`src/rtl/voice_activity_detector.sv`:
```
// Frame-energy voice activity detector: accumulates |sample| over FRAME_LEN samples,
// publishes the mean, and runs a hysteresis FSM that tracks utterances and counts them in BCD.
`timescale 1ns/1ps
module voice_activity_detector #(
    parameter int          FRAME_LEN   = 64,
    parameter logic [31:0] ON_THRESH   = 32'd1000,
    parameter logic [31:0] OFF_THRESH  = 32'd500,
    parameter int          HANG_FRAMES = 3
) (
    input  logic        clk,
    input  logic        reset,
    input  logic        sample_valid,
    input  logic [31:0] filtered_data,
    output logic [31:0] energy,
    output logic        energy_valid,
    output logic        voice_active,
    output logic [3:0]  word_count
);
    localparam int LOG2  = $clog2(FRAME_LEN);
    localparam int ACC_W = 32 + LOG2;
    localparam logic [LOG2-1:0] LAST = LOG2'(FRAME_LEN - 1);

    typedef enum logic [1:0] {SILENT, ONSET, ACTIVE, HANG} state_t;

    logic [LOG2-1:0]  cnt_q, cnt_d;
    logic [ACC_W-1:0] acc_q, acc_d, acc_base;
    logic             done_q, done_d;
    logic [31:0]      energy_q, energy_d;
    logic             ev_q;
    state_t           state_q;
    logic [3:0]       hang_q;
    logic             voice_q;
    logic [3:0]       wc_q;
    logic [31:0]      mag;
    logic             high, low;

    // -2^31 has no positive counterpart in 32 bits, so it clamps to the largest positive value.
    always_comb begin
        if (!filtered_data[31])
            mag = filtered_data;
        else if (filtered_data == 32'h8000_0000)
            mag = 32'h7FFF_FFFF;
        else
            mag = ~filtered_data + 32'd1;
    end

    // The completed sum is held one extra cycle so the divide reads a stable register;
    // a sample arriving on that cycle starts the next frame from zero.
    always_comb begin
        acc_base = done_q ? '0 : acc_q;
        acc_d    = acc_base;
        cnt_d    = cnt_q;
        done_d   = 1'b0;
        if (sample_valid) begin
            acc_d  = acc_base + {{LOG2{1'b0}}, mag};
            cnt_d  = cnt_q + 1'b1;
            done_d = (cnt_q == LAST);
        end
        energy_d = done_q ? acc_q[ACC_W-1:LOG2] : energy_q;
    end

    always_ff @(posedge clk or posedge reset) begin
        if (reset) begin
            cnt_q    <= '0;
            acc_q    <= '0;
            done_q   <= 1'b0;
            energy_q <= '0;
            ev_q     <= 1'b0;
        end else begin
            cnt_q    <= cnt_d;
            acc_q    <= acc_d;
            done_q   <= done_d;
            energy_q <= energy_d;
            ev_q     <= done_q;
        end
    end

    assign high = (energy_q >= ON_THRESH);
    assign low  = (energy_q <  OFF_THRESH);

    // Evaluated once per frame, the cycle energy_valid is high.
    always_ff @(posedge clk or posedge reset) begin
        if (reset) begin
            state_q <= SILENT;
            hang_q  <= '0;
            voice_q <= 1'b0;
            wc_q    <= '0;
        end else if (ev_q) begin
            case (state_q)
                SILENT: if (high) state_q <= ONSET;
                ONSET: begin
                    if (high) begin
                        state_q <= ACTIVE;
                        voice_q <= 1'b1;
                        wc_q    <= (wc_q == 4'd9) ? 4'd0 : wc_q + 4'd1;
                    end else begin
                        state_q <= SILENT;
                    end
                end
                ACTIVE: begin
                    if (low) begin
                        state_q <= HANG;
                        hang_q  <= 4'(HANG_FRAMES - 1);
                    end
                end
                HANG: begin
                    if (!low) begin
                        state_q <= ACTIVE;
                    end else if (hang_q == 4'd0) begin
                        state_q <= SILENT;
                        voice_q <= 1'b0;
                    end else begin
                        hang_q <= hang_q - 4'd1;
                    end
                end
                default: state_q <= SILENT;
            endcase
        end
    end

    assign energy       = energy_q;
    assign energy_valid = ev_q;
    assign voice_active = voice_q;
    assign word_count   = wc_q;
endmodule

```
`config.mk`:
```
export PLATFORM = sky130hd
export DESIGN_NAME = voice_activity_detector
export DESIGN_NICKNAME = d
export VERILOG_FILES = /design/src/rtl/voice_activity_detector.sv
export SDC_FILE = /design/constraint.sdc
export NUM_CORES = 1
export LEC_CHECK = 0
export CORE_ASPECT_RATIO = 0.75
export CORE_MARGIN = 2
export CORE_UTILIZATION = 52
export CTS_CLUSTER_SIZE = 10
export DETAILED_ROUTE_END_ITERATION = 8
export PLACE_DENSITY = 0.77
export SLEW_MARGIN = 20
export SYNTH_ARGS = -nofsm -noshare
export SYNTH_HDL_FRONTEND = slang
export SYNTH_SLANG_ARGS = --single-unit
```
`constraint.sdc`:
```
create_clock -name clk -period 3 [get_ports clk]
set_input_delay 0.9 -clock clk [delete_from_list [all_inputs] [get_ports clk]]
set_output_delay 0.9 -clock clk [all_outputs]
set_load 0.005 [all_outputs]
```
==> results by group, run 1 <==
Outcome
  • Outcome: finished with violations
  • Violated checks: setup timing

GRT
  • Pin count of the biggest net entering global routing: 90
  • Vias in the first global route: 7415
  • Number of antenna violations at the first check in global routing: 0
  • Overall overflow remaining after global route: 0
  • Wire length of the first global-routing pass: 38.8 mm
  • Global-route usage over all layers: 36.5%

Route
  • Via density per instance: 6.61
  • Number of nets with antenna violations after routing: 0
  • WL final: 29.6 mm
  • First-pass iteration count of the detailed router: 6
  • Routed via count: 7865
  • Mean routed wirelength per cell: roughly 25 µm
  • Violation count after the first detailed-routing iteration: 928
  • DRC errors left: 0

Critical path
  • Crit end category: flip-flop
  • Arr. time, crit path: 5.03 ns
  • Highest fanout seen on the critical path: 6
  • Largest incremental delay on the critical path: around 0.50 ns
  • Cell-by-cell listing of the critical path: buf_6 > or3_4 > or4_4 > or4b_4 > or2_4 > buf_6 > buf_12 > nand2_2 > ha_4 > nand4_1 > buf_4 > nor3_4 > buf_4 > nor4_4 > a211oi_4 > buf_12 > a31oi_4 > xor2_1 > o21ai_1
  • Type of the setup path with the least slack: input port to flip-flop
  • CP max-delay cell: or4b_4
  • Critical Path Start Type: input port
  • Required time worst endpoint: 3.23 ns
  • Worst R2R Setup Slack: -0.18 ns

Synthesis
  • Share of the synthesized area in the top cell type: 33.5%
  • Library cell with the largest summed area after synthesis: dfrtp_1
  • Count of flip-flops with a built-in enable after synthesis: 0
  • Yosys Warn Count: 0
  • Most common cell in the synthesized netlist: nand2_1
  • Instance count of the mapped netlist: 757
  • Most used DFF post-synth: dfrtp_1
  • Commonest cells in the netlist: nand2_1, dfrtp_1, mux2_2, a21oi_1, o21ai_0
  • Yosys cell types: 64
  • Seq cells post-synth: 89
  • Proportion of synthesized chip area in sequential cells: 33.5%
  • Cell area after synthesis: 0.00664 mm²
  • Syn avg cell area: 8.77 µm²
  • Main area contributors after synthesis: dfrtp_1, mux2_2, ha_1
  • Mapped Nets: 829
  • Async set or reset register ratio after synthesis: 100%

Pwr
  • Overall power of the completed layout: 0.0108 W
  • Sw power: 0.00483 W
  • Areal power density over the cells: between 900 and 1000 mW/mm²
  • Cell Int Power: 0.00601 W
  • Sequential cell fraction of total power: roughly 17%
  • Clock network fraction of total power: 10.5%
  • Static Leak: 4.84 nW
  • Switching share of power: 44.6%
  • Worst vdd ir: 0.000665 V
  • Comb pwr share: 72.0%

Final layout
  • Post-route cell area: between 0.01 and 0.015 mm²
  • Share of post-route cells with drive strength above 1: 46.1%
  • Number of inserted diodes: 0
  • Layout Area Growth over Synthesis: 65.3%
  • Post-route insts no fill: ~1200
  • Layout net count: 1091

Clock tree
  • Insertion delay to the later sink of the worst-skew pair: 0.36 ns
  • CTS tree: done
  • Maximum number of buffers from clock root to sink: 2
  • Clock slew seen by the registers of the worst setup and hold paths: 0.07 ns
  • Total of hold buffers inserted after clock tree synthesis: 0
  • Clock H-tree levels: 3
  • Clk sinks: between 80 and 90
  • CTS Root Buffer Type: clkbuf_16
  • Total clock buffers created by CTS: 9

Die
  • Core ar.: between 0.01 and 0.015 mm²
  • Width of the chip: 134 µm
  • Effective utilization at floorplan: 53.6%
  • Die Span Y: 102 µm
  • Placement row count: 35
  • Area of the die: 0.0137 mm²
  • Number of ports placed on the die boundary: between 70 and 80

STA
  • Fraction of the cycle the final worst path needs: 160%
  • Clock Skew: around 0.010 ns
  • Max Transition Viols Final: 0
  • Post-route setup TNS: -55.43 ns
  • Minimum clock period after layout: around 4.8 ns
  • Setup WS post-layout: -1.80 ns
  • Maximum clock frequency: 208 MHz
  • Slew at the pin closest to its max-slew limit: 0.541 ns
  • Setup repair after global routing missed its margin: yes
  • Count of final setup violators: 38
  • Count of endpoints failing hold in the final timing report: 0
  • Rel. slew slack: 63.6%

Placed design
  • Total cell area at the placement stage: 0.00913 mm²
  • Dpl cells: about 1100
  • Number of port buffers: between 70 and 80
  • Half-perimeter wire length after detailed placement: around 16 mm
  • Final estimated routing congestion in global placement: between 1 and 1.5
  • Setup slack at placement: -2.57 ns

Worst hold path
  • Worst min path class: flip-flop to flip-flop

Flow run
  • Number of max-cap violations: 0
-- area by class of cell --
class                   count  area, µm²
multi-input cells         612       5600
repair buffers            288       2560
flip-flops and latches     89       2230
fillers                   534       1410
clock buffers              10        239
well taps                 166        208
inverters                  19       95.1
clock inverters             6       50.0
-- state kept, by name, summed over array words and instances, names as in the netlist --
register      count
acc_q            38
energy           32
cnt_q             6
hang_q            4
word_count        4
state_q           2
done_q            1
energy_valid      1
voice_active      1
-- final timing paths --
path | start | to | depth (start not counted)
min | cnt_q[5] | cnt_q[5] | 1
min in group asynchronous | reset | hang_q[2] | 3
max in group asynchronous | reset | done_q | 3
max reg2reg | done_q | acc_q[27] | 11
max | filtered_data[24] | acc_q[30] | 19
min reg2reg | cnt_q[5] | cnt_q[5] | 1
-- per-layer routing --
layer / vias up / track usage, % / routed length, µm
li1: 3267 / - / -
met1: 3760 / 46.3 / 10600
met2: 613 / 63.0 / 13900
met3: 225 / 5.21 / 2940
met4: 0 / 16.6 / 2200
met5: - / 0 / 0
-- kinds of logic after synthesis --
group,Yosys count,synth area share (%)
AND/OR/NAND/NOR,287,22.3
AO/OA/AOI/OAI,175,16.5
flip-flops,89,33.5
multiplexers,59,9.83
buffers and inverters,56,3.58
XOR/XNOR,54,7.12
adder cells (fa/ha/maj),37,7.08
-- power by group through the flow --
| stage | Clock [W] | Sequential, W | Combinational, W |
|---|---|---|---|
| 3_5_place_dp | 0 | 0.00186 | 0.00537 |
| 6_report | 0.00114 | 0.00189 | 0.00781 |
| 2_1_floorplan | 0 | 0.00175 | 0.00328 |
| 5_1_grt | 0.00118 | 0.00191 | 0.00812 |
| 4_1_cts | 0.00112 | 0.00185 | 0.00634 |
| 3_3_place_gp | 0 | 0.00184 | 0.00521 |
-- cell usage in the layout (no fill, tap or decap), types with 8 or more instances in the layout --
cell             count
dlygate4sd2_1       15
mux2i_1              8
clkdlybuf4s50_1     51
a21o_1              16
inv_1               15
nand4_1             15
buf_6               32
and3_1               8
a21oi_4             14
xnor2_1             15
nand2_2             12
dfrtp_1             88
ha_1                11
ha_4                25
xnor2_2              8
nand3_1             12
nor2b_1             36
o21ai_2             10
nor2_1              36
a21oi_1             28
mux2_2              43
o21ai_1             18
nand2_1             70
xor2_1              26
buf_4              178
o21ai_0             21
clkbuf_16            9
nand2_4             11
-- through the flow --
step	hold WS [ns]	utilization (%)
global route	0.520	88.6
CTS	0.483	84.3
global placement	0.456	73.7
detailed placement	0.468	73.7
finish	0.492	88.6
floorplan	0.352	-
-- timing repair --
action	4_1_cts	5_1_grt
setup buffers	31	15
pin swaps	63	65
cloned	3	0
gates resized for setup	200	85
endpoints found under the setup margin	38	38
-- critical path: cells and delay by family --
family | cells | cell delay [ns]
compound gates | 3 | 0.48
fa+ha+maj | 1 | 0.21
simple gates | 8 | 2.25
xor+xnor | 1 | 0.24
buf+inv | 6 | 0.93
Power figures use the tool's default switching activity.
==> run 2, diff against run 1 <==
Settings changed: CORE_MARGIN 2 to unset.
==> run 2 against run 1 <==
- the flow still finishes with violations (setup timing)
- largest cell class unchanged
- count of clock-buffer cells in the layout fell by 1
- critical endpoint is now acc_q[27]
- critical path depth rose by 1
- sequential power barely moved
- register-to-register slack got worse by 0.21 ns
==> results by group, run 2 (synthesized netlist as in run 1, its figures left out) <==
Outcome
  • Outcome: finished with violations
  • Violated checks: setup timing

Die
  • Width of the chip: roughly 130 µm
  • Core ar.: 0.0123 mm²
  • Placement row count: 35
  • Area of the die: 0.0132 mm²
  • Die Span Y: 99.9 µm
  • Number of ports placed on the die boundary: 73
  • Effective utilization at floorplan: between 50% and 60%

Route
  • Via density per instance: between 6 and 7
  • WL final: 28.6 mm
  • Violation count after the first detailed-routing iteration: 645
  • Number of nets with antenna violations after routing: 0
  • Mean routed wirelength per cell: 23.7 µm
  • DRC errors left: 0
  • First-pass iteration count of the detailed router: 7
  • Routed via count: 7724

Placed design
  • Number of port buffers: 72
  • Dpl cells: roughly 1100
  • Setup slack at placement: -2.56 ns
  • Half-perimeter wire length after detailed placement: around 16 mm
  • Final estimated routing congestion in global placement: 0.900

GRT
  • Number of antenna violations at the first check in global routing: 0
  • Overall overflow remaining after global route: 0
  • Wire length of the first global-routing pass: about 37 mm
  • Global-route usage over all layers: 35.6%
  • Vias in the first global route: 7278
  • Pin count of the biggest net entering global routing: 41

Final layout
  • Most flops, register: acc_q
  • Layout net count: 1108
  • Commonest non-fill, non-tap cell in the layout: buf_4
  • Post-route insts no fill: 1207
  • Number of flip-flops in the largest register: 38
  • Layout Area Growth over Synthesis: 67.6%
  • Number of inserted diodes: 0
  • Commonest cells after routing, fill and taps aside: buf_4, dfrtp_1, nand2_1
  • Share of post-route cells with drive strength above 1: slightly below 50%
  • Number of filler cells placed in the layout: 509

STA
  • Setup WS post-layout: -1.90 ns
  • Minimum clock period after layout: 4.90 ns
  • Setup repair after global routing missed its margin: yes
  • Final Hold Slack: 0.476 ns
  • Maximum clock frequency: 204 MHz
  • Max Transition Viols Final: 0
  • Count of final setup violators: 38
  • Fraction of the cycle the final worst path needs: 163%
  • Slew at the pin closest to its max-slew limit: between 1 and 1.5 ns
  • Clock Skew: 0.00912 ns
  • Count of endpoints failing hold in the final timing report: 0
  • Rel. slew slack: 16.0%

Pwr
  • Switching share of power: 43.5%
  • Overall power of the completed layout: 0.0110 W
  • Cell Int Power: 0.00620 W
  • Areal power density over the cells: 985 mW/mm²
  • Sequential cell fraction of total power: between 10% and 20%
  • Comb pwr share: 71.5%
  • Static Leak: slightly below 5 nW
  • Sw power: roughly 0.0048 W
  • Worst vdd ir: 0.000556 V
  • Clock network fraction of total power: about 12%

Critical path
  • Crit end category: flip-flop
  • Type of the setup path with the least slack: input port to flip-flop
  • Required time worst endpoint: roughly 3.3 ns
  • Critical Path Start Type: input port
  • Arr. time, crit path: 5.17 ns
  • Highest fanout seen on the critical path: 5

Clock tree
  • Insertion delay to the later sink of the worst-skew pair: 0.35 ns
  • CTS tree: done
  • Total of hold buffers inserted after clock tree synthesis: 0
  • Maximum number of buffers from clock root to sink: 2
  • Clock slew seen by the registers of the worst setup and hold paths: 0.07 ns
  • Clk sinks: 89
  • CTS Root Buffer Type: clkbuf_16
  • Total clock buffers created by CTS: 9
  • Clock H-tree levels: 3

Flow run
  • Number of max-cap violations: 0

Worst hold path
  • Worst min path class: flip-flop to flip-flop
-- run 2: per-stage QoR --
stage / setup TNS (ns) / instance area, µm² / utilization (%)
after global routing: -57.90 / 11100 / 90.1
after detailed placement: -84.84 / 9160 / 74.2
after floorplan: -47.22 / 7050 / -
after CTS: -46.26 / 10300 / 83.5
after global placement: -80.78 / 9160 / 74.2
final: -55.72 / 11100 / 90.1
-- run 2: per-layer routing --
| metal | vias up | share of wire [%] | global-route usage, % |
|---|---|---|---|
| met5 | - | 0 | 0 |
| met1 | 3769 | 39 | 44.3 |
| met4 | 0 | 6.0 | 11.8 |
| met3 | 171 | 7.4 | 6.57 |
| met2 | 490 | 48 | 62.7 |
| li1 | 3294 | - | - |
-- run 2: path summary, 6_finish.rpt --
kind / startpoint / endpoint / slack [ns] / cells after the start
worst max-delay path: filtered_data[1] / acc_q[27] / -1.90 / 20
min in group asynchronous: reset / acc_q[7] / 0.93 / 2
worst min register to register: cnt_q[5] / cnt_q[5] / 0.48 / 1
worst min-delay path: cnt_q[5] / cnt_q[5] / 0.48 / 1
max in group asynchronous: reset / done_q / 1.49 / 3
worst max register to register: done_q / acc_q[27] / -0.39 / 12
-- run 2: power groups by stage --
stage	registers [W]	clock network (W)	logic, W
floorplan	0.00175	0	0.00328
global placement	0.00182	0	0.00518
detailed placement	0.00185	0	0.00536
CTS	0.00183	0.00125	0.00625
global route	0.00189	0.00131	0.00814
finish	0.00186	0.00126	0.00784
-- run 2: worst max-delay path, stage by stage --
cell     delay, ns
buf_6         0.11
inv_12        0.05
ha_4          0.12
or3b_4        0.39
nor4b_4       0.31
nand3_2       0.16
or3_4         0.38
or2_4         0.30
buf_12        0.15
buf_16        0.14
nand2_4       0.07
ha_4          0.19
nand4_1       0.25
buf_4         0.23
buf_4         0.13
nor3_2        0.21
o31ai_4       0.18
and2_4        0.23
or4_1         0.50
nand3_1       0.14
-- run 2: final cells by class --
class	instances	area (µm²)	share of cell area (%)
multi-input combinational	612	5610	50.4
timing repair buffer	305	2670	24.0
sequential	89	2230	20.0
clock buffer	9	225	2.02
tap	166	208	1.87
clock inverter	7	98.8	0.888
inverter	19	95.1	0.854
-- run 2: timing repair --
action	in CTS	in global routing
endpoints found under the setup margin	38	38
resized for setup	182	125
buffers inserted	23	28
gates cloned	1	2
pin swaps	54	64
